File: config.mk
export PLATFORM = sky130hd
export DESIGN_NAME = label_placer_multi
export DESIGN_NICKNAME = d
export VERILOG_FILES = /design/src/rtl/label_placer_multi.sv
export SDC_FILE = /design/constraint.sdc
export NUM_CORES = 1
export LEC_CHECK = 0
export CAP_MARGIN = 20
export CORE_UTILIZATION = 56
export CTS_CLUSTER_DIAMETER = 150
export DETAILED_ROUTE_END_ITERATION = 12
export HOLD_SLACK_MARGIN = 0.03
export PLACE_DENSITY = 0.87
export SETUP_SLACK_MARGIN = 0.1
export SYNTH_ARGS = -nofsm -noshare
export SYNTH_HDL_FRONTEND = slang
export SYNTH_SLANG_ARGS = --single-unit
File: constraint.sdc
create_clock -name clk -period 3.2 [get_ports clk]
set_clock_uncertainty 0.2 [all_clocks]
set_input_delay 0.64 -clock clk [delete_from_list [all_inputs] [get_ports clk]]
set_output_delay 0.64 -clock clk [all_outputs]
set_load 0.03 [all_outputs]
File: src/rtl/label_placer_multi.sv
// rtl/label_placer_multi.sv - multi-window text label placer for the video overlay path
module label_placer_multi #(
  parameter int NUM_LABELS = 4,
  parameter int LABEL_LEN  = 8,
  parameter int SCALE      = 0,
  parameter int CW         = 12,
  parameter int IW         = (NUM_LABELS > 1) ? $clog2(NUM_LABELS) : 1,
  parameter int PW         = $clog2(LABEL_LEN)
) (
  input  logic          clk,
  input  logic          rstn,
  input  logic          hs,
  input  logic          vs,
  input  logic          de,
  input  logic          cfg_we,
  input  logic [IW-1:0] cfg_idx,
  input  logic          cfg_en,
  input  logic [CW-1:0] cfg_x,
  input  logic [CW-1:0] cfg_y,
  output logic          in_label,
  output logic [IW-1:0] label_id,
  output logic [PW-1:0] place,
  output logic [2:0]    row,
  output logic [2:0]    pixel
);

  // Window compares run wide enough that a label hanging off the right or
  // bottom edge of the raster never wraps back onto low coordinates.
  localparam int WW = CW + PW + 6;
  localparam logic [WW-1:0] WIN_W = WW'(LABEL_LEN * (8 << SCALE));
  localparam logic [WW-1:0] WIN_H = WW'(8 << SCALE);

  logic [CW-1:0] x, y;
  logic          hs_d, vs_d;

  logic          sh_en  [NUM_LABELS];
  logic [CW-1:0] sh_x   [NUM_LABELS];
  logic [CW-1:0] sh_y   [NUM_LABELS];
  logic          act_en [NUM_LABELS];
  logic [CW-1:0] act_x  [NUM_LABELS];
  logic [CW-1:0] act_y  [NUM_LABELS];

  logic          hit_c;
  logic [IW-1:0] id_c;
  logic [PW-1:0] place_c;
  logic [2:0]    row_c, pix_c;
  logic [WW-1:0] xe, ye, xl, yl, dx, dy;

  wire hs_rise = hs & ~hs_d;
  wire vs_rise = vs & ~vs_d;

  // Raster position: vs clears, hs rising starts a new line, de advances; both saturate.
  always_ff @(posedge clk or negedge rstn) begin
    if (!rstn) begin
      x    <= '0;
      y    <= '0;
      hs_d <= 1'b0;
      vs_d <= 1'b0;
    end else begin
      hs_d <= hs;
      vs_d <= vs;
      if (vs) begin
        x <= '0;
        y <= '0;
      end else if (hs_rise) begin
        x <= '0;
        if (y != '1) y <= y + CW'(1);
      end else if (de) begin
        if (x != '1) x <= x + CW'(1);
      end
    end
  end

  // Shadow registers take writes any time; active set copies the old shadow at frame start.
  always_ff @(posedge clk or negedge rstn) begin
    if (!rstn) begin
      for (int i = 0; i < NUM_LABELS; i++) begin
        sh_en[i]  <= 1'b0;
        sh_x[i]   <= '0;
        sh_y[i]   <= '0;
        act_en[i] <= 1'b0;
        act_x[i]  <= '0;
        act_y[i]  <= '0;
      end
    end else begin
      if (cfg_we && (32'(cfg_idx) < NUM_LABELS)) begin
        sh_en[cfg_idx] <= cfg_en;
        sh_x[cfg_idx]  <= cfg_x;
        sh_y[cfg_idx]  <= cfg_y;
      end
      if (vs_rise) begin
        for (int i = 0; i < NUM_LABELS; i++) begin
          act_en[i] <= sh_en[i];
          act_x[i]  <= sh_x[i];
          act_y[i]  <= sh_y[i];
        end
      end
    end
  end

  // Hit test; scanning from the top index down lets the lowest hitting label win.
  always_comb begin
    hit_c   = 1'b0;
    id_c    = '0;
    place_c = '0;
    row_c   = '0;
    pix_c   = '0;
    xe      = {{(WW-CW){1'b0}}, x};
    ye      = {{(WW-CW){1'b0}}, y};
    xl      = '0;
    yl      = '0;
    dx      = '0;
    dy      = '0;
    for (int i = NUM_LABELS - 1; i >= 0; i--) begin
      xl = {{(WW-CW){1'b0}}, act_x[i]};
      yl = {{(WW-CW){1'b0}}, act_y[i]};
      if (de && act_en[i] && (xe >= xl) && (xe < xl + WIN_W) &&
          (ye >= yl) && (ye < yl + WIN_H)) begin
        hit_c   = 1'b1;
        id_c    = IW'(i);
        dx      = xe - xl;
        dy      = ye - yl;
        pix_c   = 3'(dx >> SCALE);
        place_c = PW'(dx >> (SCALE + 3));
        row_c   = 3'(dy >> SCALE);
      end
    end
  end

  // Register the hit result so outputs trail the raster position by one cycle.
  always_ff @(posedge clk or negedge rstn) begin
    if (!rstn) begin
      in_label <= 1'b0;
      label_id <= '0;
      place    <= '0;
      row      <= '0;
      pixel    <= '0;
    end else begin
      in_label <= hit_c;
      label_id <= id_c;
      place    <= place_c;
      row      <= row_c;
      pixel    <= pix_c;
    end
  end

endmodule

After elaboration in Yosys (flattened, before gate mapping)

Index checks and enable logic that the tools add are counted.

Mux-type cells: 34
Eq/ne operators: 2
Reductions and logical operators: 27
Add/sub/neg operators: 18
Bitwise gates (word level): 5
Order comparisons: 18

Operators by type and width:

| cell                  | count |
|---|---|
| $lt 12x13->1          | 8 |
| $bwmux 48             | 2 |
| $ge 12x12->1          | 8 |
| $mux 12               | 8 |
| $add 12x4->13 const B | 4 |
| $add 12x7->13 const B | 4 |
| $mux 3                | 12 |
| $add 12x1->12 const B | 2 |
| $demux 12 s2          | 1 |
| $ne 12x12->1 const B  | 2 |
| $sub 6x6->6           | 4 |
| $logic_and 1x1->1     | 21 |
| $sub 3x3->3           | 4 |
| $mux 2                | 4 |
| $reduce_bool 3->1     | 2 |
| $mux 1                | 5 |
| $bwmux 4              | 1 |
| $reduce_and 2->1      | 2 |
| $reduce_bool 2->1     | 2 |
| $ge 3x3->1 const B    | 1 |
| $lt 3x1->1 const B    | 1 |
| $not 2->3             | 1 |
| $and 1x1->1           | 2 |
| $demux 1 s2           | 1 |
| $not 1->1             | 2 |

Logic and storage cells: 137
Register bits after elaboration: 238
Input bits: 33
Output and inout bits: 12

Longest topological paths before layout

Depth in word-level cells: 9
Mapped depth: 15
Gate-level depth less buffers: 14

Worst setup path after synthesis

Ideal clock, no wire load.

Kind: reg2reg
Start point: register act_y[15] (netlist bit)
End point: register place[0]
Clock period less this slack: 3185 ps
Library setup time: 119 ps
Data required time: 2881 ps
Stages on the path, launching flop included: 16
Path buffers: 1
Slack: 15 ps
Data arrival time: 2866 ps
Cell sequence: dfrtp_1 -> ha_1 -> and3_1 -> nand2_1 -> nor4_1 -> xnor2_1 -> ha_1 -> and2_1 -> a221oi_1 -> o21ai_0 -> o31ai_1 -> nand4_1 -> nand2b_1 -> buf_2 -> o22ai_1 -> o21a_1

Longest elaborated chain between the ends: 6
Elaborated cells on any way between the ends: 8
Those cells by class: add/sub (1); order compare (2); mux (3); reduce/logical (2)

RTL lines:

| what                                                     | line     | RTL |
|---|---|---|
| start, declared                                          | 41       | `logic [CW-1:0] act_y [NUM_LABELS];` |
| start signal, assigned by index                          | 95       | `act_y[i] <= sh_y[i];` |
| $add 12x4->13 / $ge 12x12->1 (equally long branches)     | 118      | `(ye >= yl) && (ye < yl + WIN_H)) begin` |
| $lt 12x13->1 / $logic_and 1x1->1 (equally long branches) | 118, 117 |  |
| $logic_and 1x1->1 *                                      | 118      |  |
| $mux 3 * (3 in a row)                                    | 117      | `if (de && act_en[i] && (xe >= xl) && (xe < xl + WIN_W) &&` |
| via place_c[0]                                           | 45       | `logic [PW-1:0] place_c;` |
| end signal, assigned                                     | 141      | `place <= place_c;` |
| end, declared                                            | 22       | `output logic [PW-1:0] place,` |

Mark *: on every way through the listed nets, which the timed path passes. The rest lies on a longest branch.
A chain may end at the register's enable or synchronous reset.

Final worst setup path

Start point: register act_y[16] (netlist bit)
End point: register pixel[0]

Longest elaborated chain between the ends: 6
Elaborated cells on any way between the ends: 8
Those cells by class: add/sub (1); order compare (2); mux (3); reduce/logical (2)

RTL lines:

| what                                                     | line     | RTL |
|---|---|---|
| $add 12x4->13 / $ge 12x12->1 (equally long branches)     | 118      |  |
| $lt 12x13->1 / $logic_and 1x1->1 (equally long branches) | 118, 117 |  |
| $logic_and 1x1->1 *                                      | 118      |  |
| $mux 3 * (3 in a row)                                    | 117      |  |
| via pix_c[0]                                             | 46       | `logic [2:0] row_c, pix_c;` |
| end signal, assigned                                     | 143      | `pixel <= pix_c;` |
| end, declared                                            | 24       | `output logic [2:0] pixel` |

Marked as above.

==> out/metrics.cfg <==
[run_status]
status = finished with violations
violations = setup timing

[synth]
ys_types = 55
synth_edf_count = 0
synthXorXnorAreaFrac_pct = 4.42
async_reset_ff_share_pct = 100
ys_warn_count = 0
synthAdderAreaFrac_pct = 15.9
yosys-mux-area-fraction_pct = 8.97
syn-cell-area_sq_um = 14100
synth_top_family_by_area = adder cells
synth_seq_area_share_pct = 42.4
synth_simple_gate_area_share_pct = 11.2
ys_ff_latch = 238
avgSynthCellArea_sq_um = 10.2
synth_cells = 1381
syn_nets = 1588
synth-main-ff-cell = dfrtp_1
synth_compound_area_share_pct = 13.0

[worst_setup_path]
worst_setup_path_end_kind = register
rr_worst_depth = 15
critPathKind = reg -> reg
start_kind = register
path_cells = ha_2 > and3_4 > nand2_4 > nor4_4 > xnor2_1 > ha_1 > and2_4 > a221oi_2 > o21ai_1 > o31ai_1 > nand4_1 > buf_6 > buf_8 > o22ai_2 > o21a_1
worst_path_max_delay_cell = dfrtp_1
rrSetupSlack_ns = -0.07
rr_startpoint = act_y[16]
worst_path_largest_cell_delay_ns = 0.36
crit_arrival_ns = 3.54
cp_max_fo = 6
r2r_end = pixel[0]
crit_required_ns = 3.48
critPathLaunch = act_y[16]

[power_and_ir_drop]
p_sw_share_pct = 31.5
power.total_mw = 9.69
p_int_mw = 6.64
combPwrFrac_pct = 26.1
power_density_nw_per_um2 = 581
leakagePower_nw = 7.78
vdd_drop_max_mv = 0.385
power_frac_seq_pct = 40.0
p_sw_mw = 3.05
p_clk_share_pct = 33.9

[timing]
max_slew_margin_pct = 46.0
min_period_over_period_pct = 102
drv_slew = 0
hold_ws_ns = 0.278
rsz0062_at_grt = true
fin_tns_setup_ns = -0.245
setup_violations = 7
hold_viol_final = 0
fmax_ghz = 0.306
period_minus_slack_ns = 3.27
tightestPinTransition_ns = 0.802
postLayoutSetupSlackWorst_ns = -0.0673

[detailed_routing]
dr.pass1.iters = 5
wire_per_inst_um = 20.7
wl_mm = 38.3
vias = 11419
ant_nets = 0
vias_per_cell = 6.18
first_iter_violations = 962
drc = 0

[final_layout]
final_nets = 1713
synthToLayoutAreaGrowth_pct = 18.5
stdcell_count = 1849
drive_above_1_share_pct = 19.4
final_common_cell = dfrtp_1
final_cell_mix = dfrtp_1 (236), ha_1 (163), nand2_1 (132)
post-route-util_pct = 68.1
diodes = 0
design_area_sq_um = 16700

[floorplanning]
die_area_sq_um = 25700
placementRows = 57
ios = 45
initial_utilization_pct = 57.5
die-width_um = 160
core_area_sq_um = 24500
die_h_um = 160

[clock_tree]
clkSinkCount = 238
clk_pin_slew_worst_paths_ns = 0.06
clk_path_buf_depth = 3
cts_buffers = 26
cts_tree = done
clk-insertion-delay-late_ns = 0.55
htreeDepth = 1
cts_root_buf = clkbuf_16

[place]
placed_area_sq_um = 15300
place_ws_ns = -0.191
hpwlAfterDp_mm = 26.5
dp.cells = 1782
gp_congestion = 0.936
io_buffers = 44

[hold_path]
hold_start = sh_y[4]
holdPathStages = 2
hp-class = reg -> reg
hold_end = act_y[4]

[global_routing]
grt_pass1_wl_mm = 60.1
first_global_vias = 11702
grtUsageTotal_pct = 29.5
grt_overflow = 0
grt_max_degree = 71
antenna_found_initial = 0

[run]
drv_cap = 0

==> layer usage <==
| metal | part of all wire, % | global-route usage, % |
|---|---|---|
| met4 | 4.9 | 13.2 |
| met1 | 40 | 38.4 |
| met5 | 0 | 0 |
| met2 | 47 | 47.9 |
| met3 | 8.7 | 5.79 |
==> worst max path at each step <==
stage	end	slack, ns
floorplan	place[0]	0.11
global placement	place[2]	-0.06
CTS	row[2]	-0.07
global route	pixel[0]	-0.22
finish	pixel[0]	-0.07
detailed placement	row[1]	-0.19
==> registers in the layout (all words and copies together), names as in the netlist <==
name,cells
hs_d,1
act_en,4
x,12
pixel,3
act_x,48
place,3
act_y,48
label_id,2
sh_x,48
in_label,1
row,3
sh_en,4
sh_y,48
y,12
vs_d,1
==> Yosys cell counts, types with 5 or more instances <==
| cell type | n | share of area (%) |
|---|---|---|
| a21o_1 | 19 | 1.0 |
| nand3b_1 | 5 | 0.27 |
| nor2_1 | 50 | 1.3 |
| and3_1 | 14 | 0.62 |
| a211oi_1 | 11 | 0.59 |
| nand2b_1 | 13 | 0.58 |
| xnor2_1 | 61 | 3.8 |
| ha_1 | 166 | 15 |
| and4_1 | 8 | 0.50 |
| inv_1 | 119 | 3.2 |
| or3_1 | 9 | 0.40 |
| a22oi_1 | 8 | 0.43 |
| o22ai_1 | 10 | 0.44 |
| a21oi_1 | 67 | 2.4 |
| nor3_1 | 13 | 0.46 |
| nand2_1 | 135 | 3.6 |
| o21a_1 | 17 | 0.91 |
| fa_1 | 8 | 1.1 |
| o31ai_1 | 5 | 0.27 |
| o21ai_0 | 130 | 4.6 |
| o211ai_1 | 8 | 0.43 |
| mux2_2 | 112 | 9.0 |
| nand3_1 | 39 | 1.4 |
| dfrtp_1 | 238 | 42 |
| clkbuf_1 | 29 | 0.77 |
| nor2b_1 | 9 | 0.40 |
| xor2_1 | 10 | 0.62 |
| nand4_1 | 19 | 0.85 |
==> kinds of logic after synthesis <==
| kind of cell | Yosys count |
|---|---|
| buffers and inverters | 153 |
| flip-flops | 238 |
| AND/OR/NAND/NOR | 327 |
| adder cells (fa/ha/maj) | 174 |
| XOR/XNOR | 71 |
| AO/OA/AOI/OAI | 306 |
| multiplexers | 112 |
==> power groups by stage <==
stage	registers, mW	logic, mW	clock network, mW
floorplan	3.81	1.57	0
global placement	3.86	2.22	0
detailed placement	3.89	2.34	0
CTS	3.86	2.41	3.30
global route	3.93	2.76	3.43
finish	3.87	2.53	3.28
==> worst max-delay path: cells and delay by family, from the launching register on <==
kind	cells	cell delay (ns)
buffers and inverters	2	0.33
DFF	1	0.36
adders and majority gates	2	0.46
AOI/OAI and AO/OA	5	1.00
and+or+nand+nor	5	0.72
xor gates and xnor gates	1	0.16
==> final cells by class <==
class,instances,area (sq um)
fillers,1635,7790
multi-input cells,991,7760
flip-flops and latches,238,5960
repair buffers,130,1150
clock buffers,32,713
inverters,119,447
well taps,324,405
clock inverters,15,228
==> timing repair <==
action	CTS	global route
endpoints found under the setup margin	12	12
cloned	2	0
hold buffers	1	0
hold endpoints to repair	59	0
resized for setup	19	39
setup buffers	8	9
pin swaps	15	25
No activity file was read; power rests on OpenSTA's default activity.
